===== src/rtl/surf6_fwu_pkg.sv =====
// surf6_fwu_pkg: shared types and constants for the firmware-update buffer writer.
//   fwu_state_e        - writer state machine encoding
//   FWU_WORD_W/BYTE_W  - buffer word and command byte widths
//   HALF_A/HALF_B      - half-buffer select values
//   half_mask()        - one-hot pulse vector for a half
package surf6_fwu_pkg;
  localparam int FWU_WORD_W = 32;
  localparam int FWU_BYTE_W = 8;
  localparam logic HALF_A = 1'b0;
  localparam logic HALF_B = 1'b1;
  typedef enum logic [2:0] {ST_IDLE, ST_FILL, ST_FULL, ST_FLUSH, ST_MARK} fwu_state_e;
  function automatic logic [1:0] half_mask(input logic h);
    return (h == HALF_B) ? 2'b10 : 2'b01;
  endfunction
endpackage


===== src/rtl/surf6_fwu_byte_packer.sv =====
// surf6_fwu_byte_packer: little-endian byte-to-word assembly.
//   ifclk_i/rst_n_i - clock, async active-low reset
//   clr             - synchronous discard of any held bytes
//   push/dat        - accepted byte
//   byte_idx        - bytes held in the current word
//   word/word_done  - completed word, valid while the 4th byte is pushed
//   part            - held bytes with unfilled upper bytes zero
module surf6_fwu_byte_packer
  import surf6_fwu_pkg::*;
(
  input  logic                  ifclk_i,
  input  logic                  rst_n_i,
  input  logic                  clr,
  input  logic                  push,
  input  logic [FWU_BYTE_W-1:0] dat,
  output logic [1:0]            byte_idx,
  output logic [FWU_WORD_W-1:0] word,
  output logic [FWU_WORD_W-1:0] part,
  output logic                  word_done
);
  localparam int ACC_W = FWU_WORD_W - FWU_BYTE_W;
  logic [ACC_W-1:0] acc;
  assign word_done = push && byte_idx == 2'd3;
  assign word = {dat, acc};
  assign part = {{FWU_BYTE_W{1'b0}}, acc};
  always_ff @(posedge ifclk_i or negedge rst_n_i)
    if (!rst_n_i) begin
      acc      <= '0;
      byte_idx <= '0;
    end else if (clr) begin
      acc      <= '0;
      byte_idx <= '0;
    end else if (push) begin
      acc      <= word_done ? '0 : acc | (ACC_W'(dat) << {byte_idx, 3'b000});
      byte_idx <= byte_idx + 2'd1;
    end
endmodule


===== src/rtl/surf6_fwu_buffer_writer.sv =====
// surf6_fwu_buffer_writer: packs firmware bytes into 32-bit words written to a double-buffered event buffer.
//   ifclk_i/rst_n_i          - clock, async active-low reset
//   fwu_dat_i/valid_i/ready_o - byte stream in
//   fwu_mark_i               - close and mark the current half
//   buf_addr_o/dat_o/we_o    - buffer write port, address MSB selects the half
//   fw_wr_o/fw_mark_o        - per-half first-write and marked pulses
//   cur_half_o               - half being filled
module surf6_fwu_buffer_writer
  import surf6_fwu_pkg::*;
#(
  parameter int HALF_WORDS = 1024,
  parameter int ADDR_W     = $clog2(HALF_WORDS) + 1
) (
  input  logic                  ifclk_i,
  input  logic                  rst_n_i,
  input  logic [FWU_BYTE_W-1:0] fwu_dat_i,
  input  logic                  fwu_valid_i,
  output logic                  fwu_ready_o,
  input  logic                  fwu_mark_i,
  output logic [ADDR_W-1:0]     buf_addr_o,
  output logic [FWU_WORD_W-1:0] buf_dat_o,
  output logic                  buf_we_o,
  output logic [1:0]            fw_wr_o,
  output logic [1:0]            fw_mark_o,
  output logic                  cur_half_o
);
  fwu_state_e state, state_nx;
  logic ready_en, cur_half, accept, word_done, wr;
  logic [ADDR_W-1:0] widx;
  logic [1:0] byte_idx, idx_nx;
  logic [FWU_WORD_W-1:0] word, part;
  // ready_en keeps the byte port closed until the first edge after reset release
  assign fwu_ready_o = ready_en && (state == ST_IDLE || state == ST_FILL);
  assign accept = fwu_valid_i && fwu_ready_o;
  // byte count after this cycle's transfer, so a same-cycle byte lands before the mark decision
  assign idx_nx = byte_idx + {1'b0, accept};
  assign wr = word_done || state == ST_FLUSH;
  assign cur_half_o = cur_half;
  assign fw_mark_o = (state == ST_MARK) ? half_mask(cur_half) : 2'b00;
  surf6_fwu_byte_packer u_packer (
    .ifclk_i  (ifclk_i),
    .rst_n_i  (rst_n_i),
    .clr      (state == ST_MARK),
    .push     (accept),
    .dat      (fwu_dat_i),
    .byte_idx (byte_idx),
    .word     (word),
    .part     (part),
    .word_done(word_done)
  );
  always_ff @(posedge ifclk_i or negedge rst_n_i)
    if (!rst_n_i) state <= ST_IDLE;
    else state <= state_nx;
  always_comb begin
    state_nx = state;
    case (state)
      ST_IDLE, ST_FILL:
        if (state == ST_IDLE && !accept) state_nx = ST_IDLE;
        else if (fwu_mark_i) state_nx = (idx_nx != 2'd0) ? ST_FLUSH : ST_MARK;
        else if (word_done && widx == ADDR_W'(HALF_WORDS - 1)) state_nx = ST_FULL;
        else state_nx = ST_FILL;
      ST_FULL:  if (fwu_mark_i) state_nx = (byte_idx != 2'd0) ? ST_FLUSH : ST_MARK;
      ST_FLUSH: state_nx = ST_MARK;
      ST_MARK:  state_nx = ST_IDLE;
      default:  state_nx = ST_IDLE;
    endcase
  end
  // word index only moves on writes and clears on MARK, so index 0 is exactly the first write of a half
  always_ff @(posedge ifclk_i or negedge rst_n_i)
    if (!rst_n_i) begin
      ready_en   <= 1'b0;
      cur_half   <= HALF_A;
      widx       <= '0;
      buf_we_o   <= 1'b0;
      buf_addr_o <= '0;
      buf_dat_o  <= '0;
      fw_wr_o    <= 2'b00;
    end else begin
      ready_en <= 1'b1;
      buf_we_o <= wr;
      fw_wr_o  <= (wr && widx == '0) ? half_mask(cur_half) : 2'b00;
      if (wr) begin
        buf_addr_o <= {cur_half, widx[ADDR_W-2:0]};
        buf_dat_o  <= word_done ? word : part;
        widx       <= widx + ADDR_W'(1);
      end
      if (state == ST_MARK) begin
        cur_half <= ~cur_half;
        widx     <= '0;
      end
    end
endmodule


===== config.mk =====
export PLATFORM = sky130hd
export DESIGN_NAME = surf6_fwu_buffer_writer
export DESIGN_NICKNAME = d
export VERILOG_FILES = /design/src/rtl/surf6_fwu_pkg.sv /design/src/rtl/surf6_fwu_byte_packer.sv /design/src/rtl/surf6_fwu_buffer_writer.sv
export SDC_FILE = /design/constraint.sdc
export NUM_CORES = 1
export LEC_CHECK = 0
export ABC_CLOCK_PERIOD_IN_PS = 2450
export CAP_MARGIN = 10
export CORE_UTILIZATION = 45
export CTS_BUF_LIST = sky130_fd_sc_hd__clkbuf_8 sky130_fd_sc_hd__clkbuf_16
export DETAILED_ROUTE_END_ITERATION = 16
export PLACE_DENSITY = 0.65
export SYNTH_ARGS = -nofsm -noshare
export SYNTH_HDL_FRONTEND = slang
export SYNTH_SLANG_ARGS = --single-unit

===== constraint.sdc =====
create_clock -name ifclk_i -period 2.45 [get_ports ifclk_i]
set_input_delay 0.3675 -clock ifclk_i [delete_from_list [all_inputs] [get_ports ifclk_i]]
set_output_delay 0.3675 -clock ifclk_i [all_outputs]
set_load 0.02 [all_outputs]

**Yosys cells after proc, flatten, opt, wreduce, memory -nomap -nowiden**

Cells that the tools add are included.

- Output and inout port bits: 50
- Register bits after elaboration: 88
- Bits of input ports: 12
- Logic and storage cells: 57

- Reductions and logical operators: 16
- Bitwise gates (word level): 2
- Shift operators: 1
- Equality and inequality tests: 7
- Muxes and demuxes: 18
- Add/sub/neg operators: 3

Operator list:

| cell | count |
|---|---|
| 2-to-1 mux 24 bit | 3 |
| 2-to-1 mux 32 bit | 1 |
| OR 24 bit | 1 |
| << shifter 8 x 5 -> 24 bit | 1 |
| 2-to-1 mux 11 bit | 2 |
| 2-to-1 mux 3 bit | 5 |
| 2-to-1 mux 2 bit | 6 |
| adder 11 x 1 -> 11 bit, second input constant | 1 |
| == test 11 x 10 -> 1 bit, second input constant | 1 |
| zero test 11 bit | 1 |
| case mux 3 bit (3 select lines) | 1 |
| nonzero test 2 bit | 4 |
| == test 3 x 2 -> 1 bit, second input constant | 2 |
| logical AND 1 bit | 6 |
| == test 3 x 1 -> 1 bit, second input constant | 1 |
| == test 3 bit, second input constant | 1 |
| zero test 3 bit | 1 |
| adder 2 x 1 -> 2 bit | 1 |
| adder 2 x 1 -> 2 bit, second input constant | 1 |
| == test 2 bit, second input constant | 1 |
| logical OR 1 bit | 2 |
| != test 2 bit, second input constant | 1 |
| OR reduction 2 bit | 1 |
| zero test 1 bit | 1 |
| inverter 1 bit | 1 |

**Depth between registers and ports, before layout**

Gate-level depths: netlist (run 1).

- Depth in word-level cells: 10
- Gate-level depth with buffers: 8
- Gate-level depth less buffers: 7

**Modules after synthesis**

From an unflattened synthesis (run 1), not the netlist that was laid out.

- Cell total of the unflattened synthesis: 410
- Area, all modules: 4,306.6 µm²

Modules (own cells, without submodules):

| module | area an instance (µm²) | cells an instance | seq. area each (µm²) | times used |
|---|---|---|---|---|
| surf6_fwu_buffer_writer | 2,879.0 | 267 | 1,551.5 | 1 |
| surf6_fwu_byte_packer | 1,427.6 | 143 | 650.6 | 1 |

**Worst setup path after synthesis (run 1)**

OpenSTA, ideal clock, no wires.

- Path kind: reg-to-reg
- Start: register u_packer.byte_idx[1]
- End: register widx[6]
- Clock period less this slack: 1.802 ns
- Arrival: 1.724 ns
- Stages on the path, launching flop included: 6
- Path slack: 0.648 ns
- Required time: 2.372 ns
- Setup time: 0.078 ns
- Buffers on the path: 0
- Path through: dfrtp_1 -> ha_1 -> nand4b_4 -> a21o_1 -> or4_1 -> a21oi_1

- Word-level cells in the longest chain between the ends: 4

Ends and longest elaborated chain:

| item | RTL line | text |
|---|---|---|
| start: declaration | surf6_fwu_byte_packer.sv:16 | `output logic [1:0] byte_idx,` |
| start signal: assignment | surf6_fwu_byte_packer.sv:35 | `byte_idx <= byte_idx + 2'd1;` |
| == test 2 bit | surf6_fwu_byte_packer.sv:23 | `assign word_done = push && byte_idx == 2'd3;` |
| logical AND 1 bit | surf6_fwu_byte_packer.sv:23 |  |
| logical OR 1 bit | surf6_fwu_buffer_writer.sv:37 | `assign wr = word_done \|\| state == ST_FLUSH;` |
| nonzero test 2 bit (no source line) | - |  |
| end signal: assignment | surf6_fwu_buffer_writer.sv:85 | `widx <= widx + ADDR_W'(1);` |
| end: declaration | surf6_fwu_buffer_writer.sv:29 | `logic [ADDR_W-1:0] widx;` |

No other way between the ends.
A chain may end at the register's enable or synchronous reset.

**Worst setup path in the final report (run 1)**

- Start: register state[1]
- End: output port fw_mark_o[0]

- Word-level cells in the longest chain between the ends: 2

Ends and longest elaborated chain:

| item | RTL line | text |
|---|---|---|
| start: declaration | surf6_fwu_buffer_writer.sv:27 | `fwu_state_e state, state_nx;` |
| start signal: assignment | surf6_fwu_buffer_writer.sv:53 | `else state <= state_nx;` |
| == test 3 bit | surf6_fwu_buffer_writer.sv:39 | `assign fw_mark_o = (state == ST_MARK) ? half_mask(cur_half) : 2'b00;` |
| 2-to-1 mux 2 bit | surf6_fwu_buffer_writer.sv:39 |  |
| end: declaration | surf6_fwu_buffer_writer.sv:24 | `output logic [1:0] fw_mark_o,` |

No other way between the ends.

==> results of run 1 <==
==> power by group <==
group	internal, mW	total [mW]	leakage [nW]	switching (mW)
registers	1.99	2.38	1.17	0.389
clock network	0.576	1.09	0.110	0.509
logic	0.987	2.16	0.926	1.17
==> cell families (layout without fill, tap and decap cells) <==
| family | Yosys count | after routing |
|---|---|---|
| and+or+nand+nor | 176 | 176 |
| DFF | 88 | 88 |
| AOI/OAI and AO/OA | 59 | 59 |
| buffers and inverters | 26 | 93 |
| xor gates and xnor gates | 8 | 8 |
| adders and majority gates | 5 | 5 |
| muxes | 2 | 2 |
| other | 1 | 1 |
==> synthesized netlist by cell type (2+ instances only) <==
library cell,count
nand4b_1,3
dfrtp_1,88
nand4_1,3
nand2_1,114
buf_2,12
mux2i_1,2
or3b_2,2
nor3b_1,2
a21oi_1,30
a211oi_1,3
nor2_2,9
clkbuf_1,4
nand3_1,2
a211oi_4,3
xnor2_1,8
ha_1,5
a22o_1,8
nor2_1,29
a2111oi_0,3
o21ai_0,5
inv_1,7
==> state kept, by name, summed over array words and instances (netlist names) <==
| register | count |
|---|---|
| u_packer.byte_idx | 2 |
| buf_addr_o | 11 |
| u_packer.acc | 24 |
| cur_half_o | 1 |
| fw_wr_o | 2 |
| buf_dat_o | 32 |
| state | 3 |
| ready_en | 1 |
| widx | 11 |
| buf_we_o | 1 |
==> path summary, 6_finish.rpt <==
path                                                       start                  endpoint  slack, ns  cells past startpoint
worst min register to register       u_packer.acc[2]$_DFFE_PN0P_  buf_dat_o[2]$_DFFE_PN0P_       0.47                      2
max in group asynchronous                                rst_n_i      state[2]$_DFFE_PN0P_       2.06                      2
worst max-delay path                        state[1]$_DFFE_PN0P_              fw_mark_o[0]       0.12                      3
worst max register to register  u_packer.byte_idx[1]$_DFFE_PN0P_       widx[6]$_DFFE_PN0P_       0.47                      5
worst min-delay path                                     rst_n_i    cur_half_o$_DFFE_PN0N_       0.05                      2
min in group ifclk_i                 u_packer.acc[2]$_DFFE_PN0P_  buf_dat_o[2]$_DFFE_PN0P_       0.47                      2
==> critical path: stages (launching register included) <==
cell,delay [ns]
dfrtp_1,0.47
or3b_1,0.44
nor2_1,0.11
clkdlybuf4s50_1,0.61
==> metrics by stage <==
stage	hold slack [ns]	cell area, um^2	power, mW	util [%]
after floorplan	0.0719	3680	3.65	-
after detailed placement	0.444	4400	4.59	56.3
after global placement	0.441	4400	4.53	56.3
after global routing	0.0810	4620	6.00	59.1
after CTS	0.0634	4610	5.69	59.1
final	0.0514	4620	5.63	59.1
==> per-layer routing <==
metal | vias up | wire [um] | track usage, %
met2 | 61 | 3600 | 30.0
met5 | - | 0 | 0
li1 | 1328 | - | -
met3 | 10 | 265 | 2.55
met4 | 0 | 97 | 7.68
met1 | 1275 | 3760 | 28.9
==> final cells by class <==
class                      count  area, um^2  area share [%]
inverter                       8        30.0           0.651
sequential                    88        2200            47.7
clock inverter                 6        91.3            1.98
timing repair buffer          70         688            14.9
clock buffer                   9         124            2.68
multi-input combinational    251        1350            29.3
tap                          102         128            2.76
==> results.cfg, run 1 <==
[clock_network]
htreeDepth = 3
clkSinkCount = 88
cts_hold_buf = 0
cts_tree = yes
post_cts_buffers = 0
clk_latency_ns = 0.35
path_clk_slew_ns = 0.08
cts_buffers = 9
cts_root_buffer = clkbuf_8
cts-resized-gates = 0
cts_max_path_buffers = 2

[logic_synthesis]
yosys-top-cells-area = dfrtp_1, nand2_1, a21oi_1, nor2_1, a22o_1
yosysUniqueCellTypes = 44
syn_avg_cell_area_um2 = 10.1
synthXorXnorAreaFrac_pct = 1.91
yosys.area_share.simple_pct = 21.3
muxShareOfSynthArea_pct = 0.544
yosys.area.top_type = dfrtp_1
synthCells = 365
synth_fa_ha_area_share_pct = 1.70
yosysSeqAreaShare_pct = 59.9
ys_ff_latch = 88
yosys.area.top_type_share_pct = 59.9
synth-main-ff-cell = dfrtp_1
synth_edf_count = 0
synthArstFlopShare_pct = 100
synth_compound_area_share_pct = 11.2
synth_nets = 382
yosys_warnings = 0
syn_area_mm2 = 0.00368
synth_top_family_by_area = simple AND/OR/NAND/NOR gates

[setup_path]
cp_max_fo = 9
critPathKind = reg -> out
start_kind = flip-flop
required_ns = 2.08
cp.arrival_ns = 1.96
cp-end-kind = primary output

[timing]
fin_crit_sh_pct = 95.0
setup_viol = 0
layout_setup_ws_ns = 0.122
rsz0062_at_grt = false
hold_violations = 0
tightest_slew_ns = 0.689
min_period_ns = 2.33
finClkSkew_ns = 0.0119
slew_violations = 0
fin_tns_setup_ns = 0
maxSlewHeadroom_pct = 54.0
max_freq_ghz = 0.429

[power]
vdd_ir_drop_max_mv = 0.613
power_leakage_nw = 2.20
power_per_cell_area_mw_per_mm2 = 1220

[die]
io_pins = 62
initial_core_util_pct = 47.1
coreArea_mm2 = 0.00781
die_y_um = 92.4
die_w_um = 92.4
core.rowCount = 32
dieArea_mm2 = 0.00854

[detailed_routing]
vias = 2674
wl_um = 7730
first_pass_iters = 4
wl_per_cell_um = 14.5
drc = 0
routed_via_density = 5.01
drt_iter0_drc = 145
antenna_left = 0

[cells_and_area]
synthToLayoutAreaGrowth_pct = 25.5
instances_no_fill = 534
final_common_cell = nand2_1
n_fill_cell = 704
drive_above_1_share_pct = 10.2
fin_nets = 445
mostFrequentLayoutCells = nand2_1, dfrtp_1, clkdlybuf4s50_1
diodes = 0

[hold_path]
hp-class = in -> async

[placement]
dp.cells = 519
routabilityCongestion = 0.795
place_ws_ns = 0.290
dpl.hpwl_um = 5250
io_buffers = 61

[global_route]
grt_max_degree = 89
grt_pass1_vias = 2597
grt.total_usage_pct = 19.8
antenna_found_initial = 0
grt_pass1_wl_um = 13100
grt_overflow_total = 0

[run]
drv_cap = 0

[run_status]
status = completed
(Power assumes the default switching activity.)
==> run 2, diff against run 1 <==
Settings changed: CAP_MARGIN 10 to 20, GPL_TIMING_DRIVEN set to 0.
==> results.cfg, run 2 (same netlist as run 1, synthesis figures left out) <==
[run_status]
status = completed

[cells_and_area]
drive_above_1_share_pct = 11.1
fin_nets = 456
reg_top3 = buf_dat_o x32, u_packer.acc x24
final_cell_area_mm2 = 0.00464
largest_register_ff_count = 32
mostFrequentLayoutCells = nand2_1, dfrtp_1, clkdlybuf4s50_1
n_fill_cell = 708
final_common_cell = nand2_1
synthToLayoutAreaGrowth_pct = 26.2
instances_no_fill = 545
top_register = buf_dat_o
diodes = 0

[setup_path]
critPathKind = reg -> out
cp_max_fo = 10
start_kind = flip-flop
cp-end-kind = primary output
required_ns = 2.08
cp.arrival_ns = 1.86
ff2ff_path_depth = 8

[die]
coreArea_mm2 = 0.00781
io_pins = 62
core.rowCount = 32
initial_core_util_pct = 47.1
die_y_um = 92.4
die_w_um = 92.4
dieArea_mm2 = 0.00854

[timing]
fin_tns_setup_ns = 0
rsz0062_at_grt = false
min_period_ns = 2.23
max_freq_ghz = 0.449
hold_violations = 0
slew_violations = 0
fin_crit_sh_pct = 91.0
finClkSkew_ns = 0.00810
tightest_slew_ns = 0.661
maxSlewHeadroom_pct = 54.8
setup_viol = 0

[global_route]
antenna_found_initial = 0
grt_pass1_wl_um = 13600
grt_max_degree = 64
grt_pass1_vias = 2607
grt.total_usage_pct = 21.0
grt_overflow_total = 0

[placement]
dp.cells = 529
routabilityCongestion = 0.826
dpl-instance-area_mm2 = 0.00444
io_buffers = 61
dpl.hpwl_um = 5620

[detailed_routing]
antenna_left = 0
first_pass_iters = 4
wl_per_cell_um = 14.9
routed_via_density = 5.08
wl_um = 8140
vias = 2771
drc = 0
drt_iter0_drc = 154

[power]
vdd_ir_drop_max_mv = 0.450
power_leakage_nw = 2.23
power_per_cell_area_mw_per_mm2 = 1200

[hold_path]
hp-class = in -> async

[clock_network]
htreeDepth = 3
cts_buffers = 9
path_clk_slew_ns = 0.08
post_cts_buffers = 0
cts_tree = yes
clk_latency_ns = 0.37
cts_max_path_buffers = 2
cts_root_buffer = clkbuf_8
clkSinkCount = 88

[run]
drv_cap = 0
-- run 2: final timing paths --
check                                            startpoint                               end  slack (ns)
max                                    state[2]$_DFFE_PN0P_                      fw_mark_o[0]        0.22
min reg2reg                        buf_dat_o[4]$_DFFE_PN0P_          buf_dat_o[4]$_DFFE_PN0P_        0.48
max reg2reg                u_packer.byte_idx[1]$_DFFE_PN0P_         buf_dat_o[19]$_DFFE_PN0P_        0.35
min in group ifclk_i               buf_dat_o[4]$_DFFE_PN0P_          buf_dat_o[4]$_DFFE_PN0P_        0.48
min                                                 rst_n_i            cur_half_o$_DFFE_PN0N_        0.46
max in group asynchronous                           rst_n_i  u_packer.byte_idx[1]$_DFFE_PN0P_        1.37
-- run 2: report_power, final --
part	internal, mW	switching (mW)	leakage, nW
sequential	1.99	0.364	1.17
combinational	0.993	1.22	0.973
clock	0.470	0.531	0.0892
-- run 2: critical path, stage by stage (launching register included) --
cell	delay (ns)
dfrtp_1	0.35
buf_4	0.16
or3b_1	0.37
buf_6	0.17
nor2_1	0.10
dlygate4sd2_1	0.35
-- run 2: area by class of cell --
class / count / area (um^2) / area share, %
Inverter: 8 / 30.0 / 0.647
Multi-Input combinational cell: 251 / 1350 / 29.1
Clock buffer: 9 / 124 / 2.67
Tap cell: 102 / 128 / 2.75
Clock inverter: 6 / 68.8 / 1.48
Buffer: 18 / 93.8 / 2.02
Sequential cell: 88 / 2200 / 47.5
Timing Repair Buffer: 63 / 643 / 13.9
-- run 2: per-stage QoR --
| stage | setup WS, ns | utilization (%) | hold WS, ns | power, mW |
|---|---|---|---|---|
| 2_1_floorplan | 0.648 | - | 0.0719 | 3.65 |
| 3_3_place_gp | -2.15 | 56.6 | 0.453 | 4.56 |
| 3_5_place_dp | 0.0664 | 56.9 | 0.309 | 4.61 |
| 4_1_cts | 0.206 | 59.4 | 0.461 | 5.61 |
| 5_1_grt | 0.129 | 59.4 | 0.491 | 5.95 |
| 6_report | 0.221 | 59.4 | 0.465 | 5.57 |
-- run 2: routing by layer --
metal / GRT usage, % / share of wire [%]
met1: 31.7 / 51
met2: 30.5 / 45
met3: 3.69 / 3.7
met4: 7.03 / 0.44
met5: 0 / 0
-- run 2: repair_timing --
item,4_1_cts,5_1_grt
resized for setup,2,0
endpoints found under the hold margin,25,0
hold buffers,1,0
setup endpoints to repair,2,0
==> run 3, diff against run 2 <==
Settings changed: ABC_CLOCK_PERIOD_IN_PS 2450 to 2800, PLACE_DENSITY 0.65 to 0.64, SYNTH_HIERARCHICAL set to 1.
Clock period 2.45 ns to 2.8 ns, I/O delays scaled along.
==> results.cfg, run 3 <==
[detailed_routing]
vias = 3134
first_pass_iters = 4
drt_iter0_drc = 131
wl_per_cell_um = 14.7
routed_via_density = 5.04
wl_um = 9140
drc = 0
antenna_left = 0

[run_status]
status = completed

[setup_path]
r2r-start = state[1]$_DFFE_PN0P_
cp.arrival_ns = 2.10
r2r-end = buf_dat_o[6]$_DFFE_PN0N_
crit_path_end = fw_mark_o[0]
critPathKind = reg -> out
cp-end-kind = primary output
start_kind = flip-flop
ff2ff_path_depth = 9
required_ns = 2.38
cp_max_fo = 7
crit_start = state[1]$_DFFE_PN0P_
rrSetupSlack_ns = 0.41

[logic_synthesis]
synthArstFlopShare_pct = 100
yosys.area.top_type_share_pct = 51.1
ys_ff_latch = 88
synthCells = 410
yosysUniqueCellTypes = 42
synth_edf_count = 0
synth.most_common_cell = dfrtp_1
yosysSeqAreaShare_pct = 51.1
syn_avg_cell_area_um2 = 10.5
ys_top_cells_by_count = dfrtp_1, buf_4, nand2_1, o21ai_0, nor2_1
yosys_warnings = 6
syn_area_mm2 = 0.00431
yosys.area.top_type = dfrtp_1
yosys-top-cells-area = dfrtp_1, mux2i_1, buf_4, o21ai_0, nand2_1
synth-main-ff-cell = dfrtp_1

[global_route]
use_met1_pct = 26.8
grt_pass1_vias = 2912
grt_max_degree = 52
met2_usage_pct = 31.2
grt.total_usage_pct = 19.7
grt_overflow_total = 0
busiest_layer = met2
grt_pass1_wl_um = 14900
antenna_found_initial = 0
met3_usage_pct = 4.25

[timing]
maxSlewHeadroom_pct = 65.5
fin_crit_sh_pct = 89.9
setup_viol = 0
slew_violations = 0
layout_setup_ws_ns = 0.282
tightest_slew_ns = 0.515
rsz0062_at_grt = false
max_freq_ghz = 0.397
finClkSkew_ns = 0.0125
fin_tns_setup_ns = 0
hold_violations = 0
min_period_ns = 2.52

[placement]
place_ws_ns = -0.0534
routabilityCongestion = 0.808
dpl.hpwl_um = 6410
io_buffers = 61
dpl-instance-area_mm2 = 0.00513

[cells_and_area]
reg_top3 = buf_dat_o x32, u_packer/acc x24
final_common_cell = dfrtp_1
mostFrequentLayoutCells = dfrtp_1, clkdlybuf4s50_1, buf_4
largest_register_ff_count = 32
drive_above_1_share_pct = 18.1
fin_nets = 506
final_cell_area_mm2 = 0.00534
diodes = 0
synthToLayoutAreaGrowth_pct = 24.1
top_register = buf_dat_o
utilization_pct = 57.8

[clock_network]
clkSinkCount = 88
path_clk_slew_ns = 0.09
cts_max_path_buffers = 2
cts_tree = yes
cts_buffers = 9
cts_root_buffer = clkbuf_8
htreeDepth = 3
clk_latency_ns = 0.36
post_cts_buffers = 0

[die]
die_y_um = 99.8
coreArea_mm2 = 0.00924
dieArea_mm2 = 0.00997
die_w_um = 99.8
io_pins = 62
core.rowCount = 35
initial_core_util_pct = 46.6

[power]
vdd_ir_drop_max_mv = 0.417
power_mw = 5.24
power_leakage_nw = 2.46
power_per_cell_area_mw_per_mm2 = 981

[hold_path]
hp-class = in -> async

[run]
drv_cap = 0
[run 3: layer usage]
metal  vias to the layer above  wire length (um)  part of all wire [%]
li1                       1517                 -                     -
met1                      1537              4210                    46
met2                        67              4360                    48
met3                        13               419                   4.6
met4                         0               153                   1.7
met5                         -                 0                     0
[run 3: how the worst min path moves through the flow]
stage	startpoint	to	cells after the start
2_1_floorplan	rst_n_i	buf_addr_o[0]$_DFFE_PN0N_	0
3_3_place_gp	buf_dat_o[31]$_DFFE_PN0N_	buf_dat_o[31]$_DFFE_PN0N_	2
3_5_place_dp	rst_n_i	buf_dat_o[22]$_DFFE_PN0N_	1
4_1_cts	rst_n_i	buf_dat_o[22]$_DFFE_PN0N_	1
5_1_grt	rst_n_i	buf_dat_o[22]$_DFFE_PN0N_	1
6_report	rst_n_i	buf_dat_o[22]$_DFFE_PN0N_	1
[run 3: final cells by class]
type / instances / area [um^2]
Fill cell: 840 / 3900
Sequential cell: 88 / 2200
Multi-Input combinational cell: 259 / 1660
Timing Repair Buffer: 62 / 636
Buffer: 64 / 457
Tap cell: 129 / 161
Clock buffer: 10 / 138
Clock inverter: 4 / 70.1
Inverter: 6 / 22.5
[run 3: report_power, final]
| group | internal (mW) | switching [mW] |
|---|---|---|
| clock network | 0.515 | 0.444 |
| logic | 1.11 | 1.14 |
| registers | 1.71 | 0.318 |
| total | 3.34 | 1.91 |
[run 3: logic make-up (layout without fill, tap and decap cells)]
kind of cell,after synthesis,after routing,synth area share (%)
simple gates,113,113,13.4
flops,88,88,51.1
compound gates,79,79,10.6
buf+inv,70,146,11.1
mux,41,41,9.76
xor+xnor,13,13,2.64
fa+ha+maj,4,4,1.16
other cells,2,9,0.174
[run 3: metrics by stage]
stage / std cells / hold slack [ns]
final: 622 / 0.0259
after CTS: 622 / 0.0331
after global routing: 622 / 0.0575
after global placement: 607 / 0.461
after detailed placement: 608 / 0.431
after floorplan: 417 / 0.124
[run 3: worst max-delay path: stages, from the launching register on]
cell and delay, ns:
dfrtp_1 0.46, nor3b_2 0.50, and2_1 0.19, clkdlybuf4s50_1 0.60
[run 3: what timing repair did]
action,CTS,global route
hold buffers,0,0
gates resized for setup,1,0
endpoints found under the setup margin,2,0
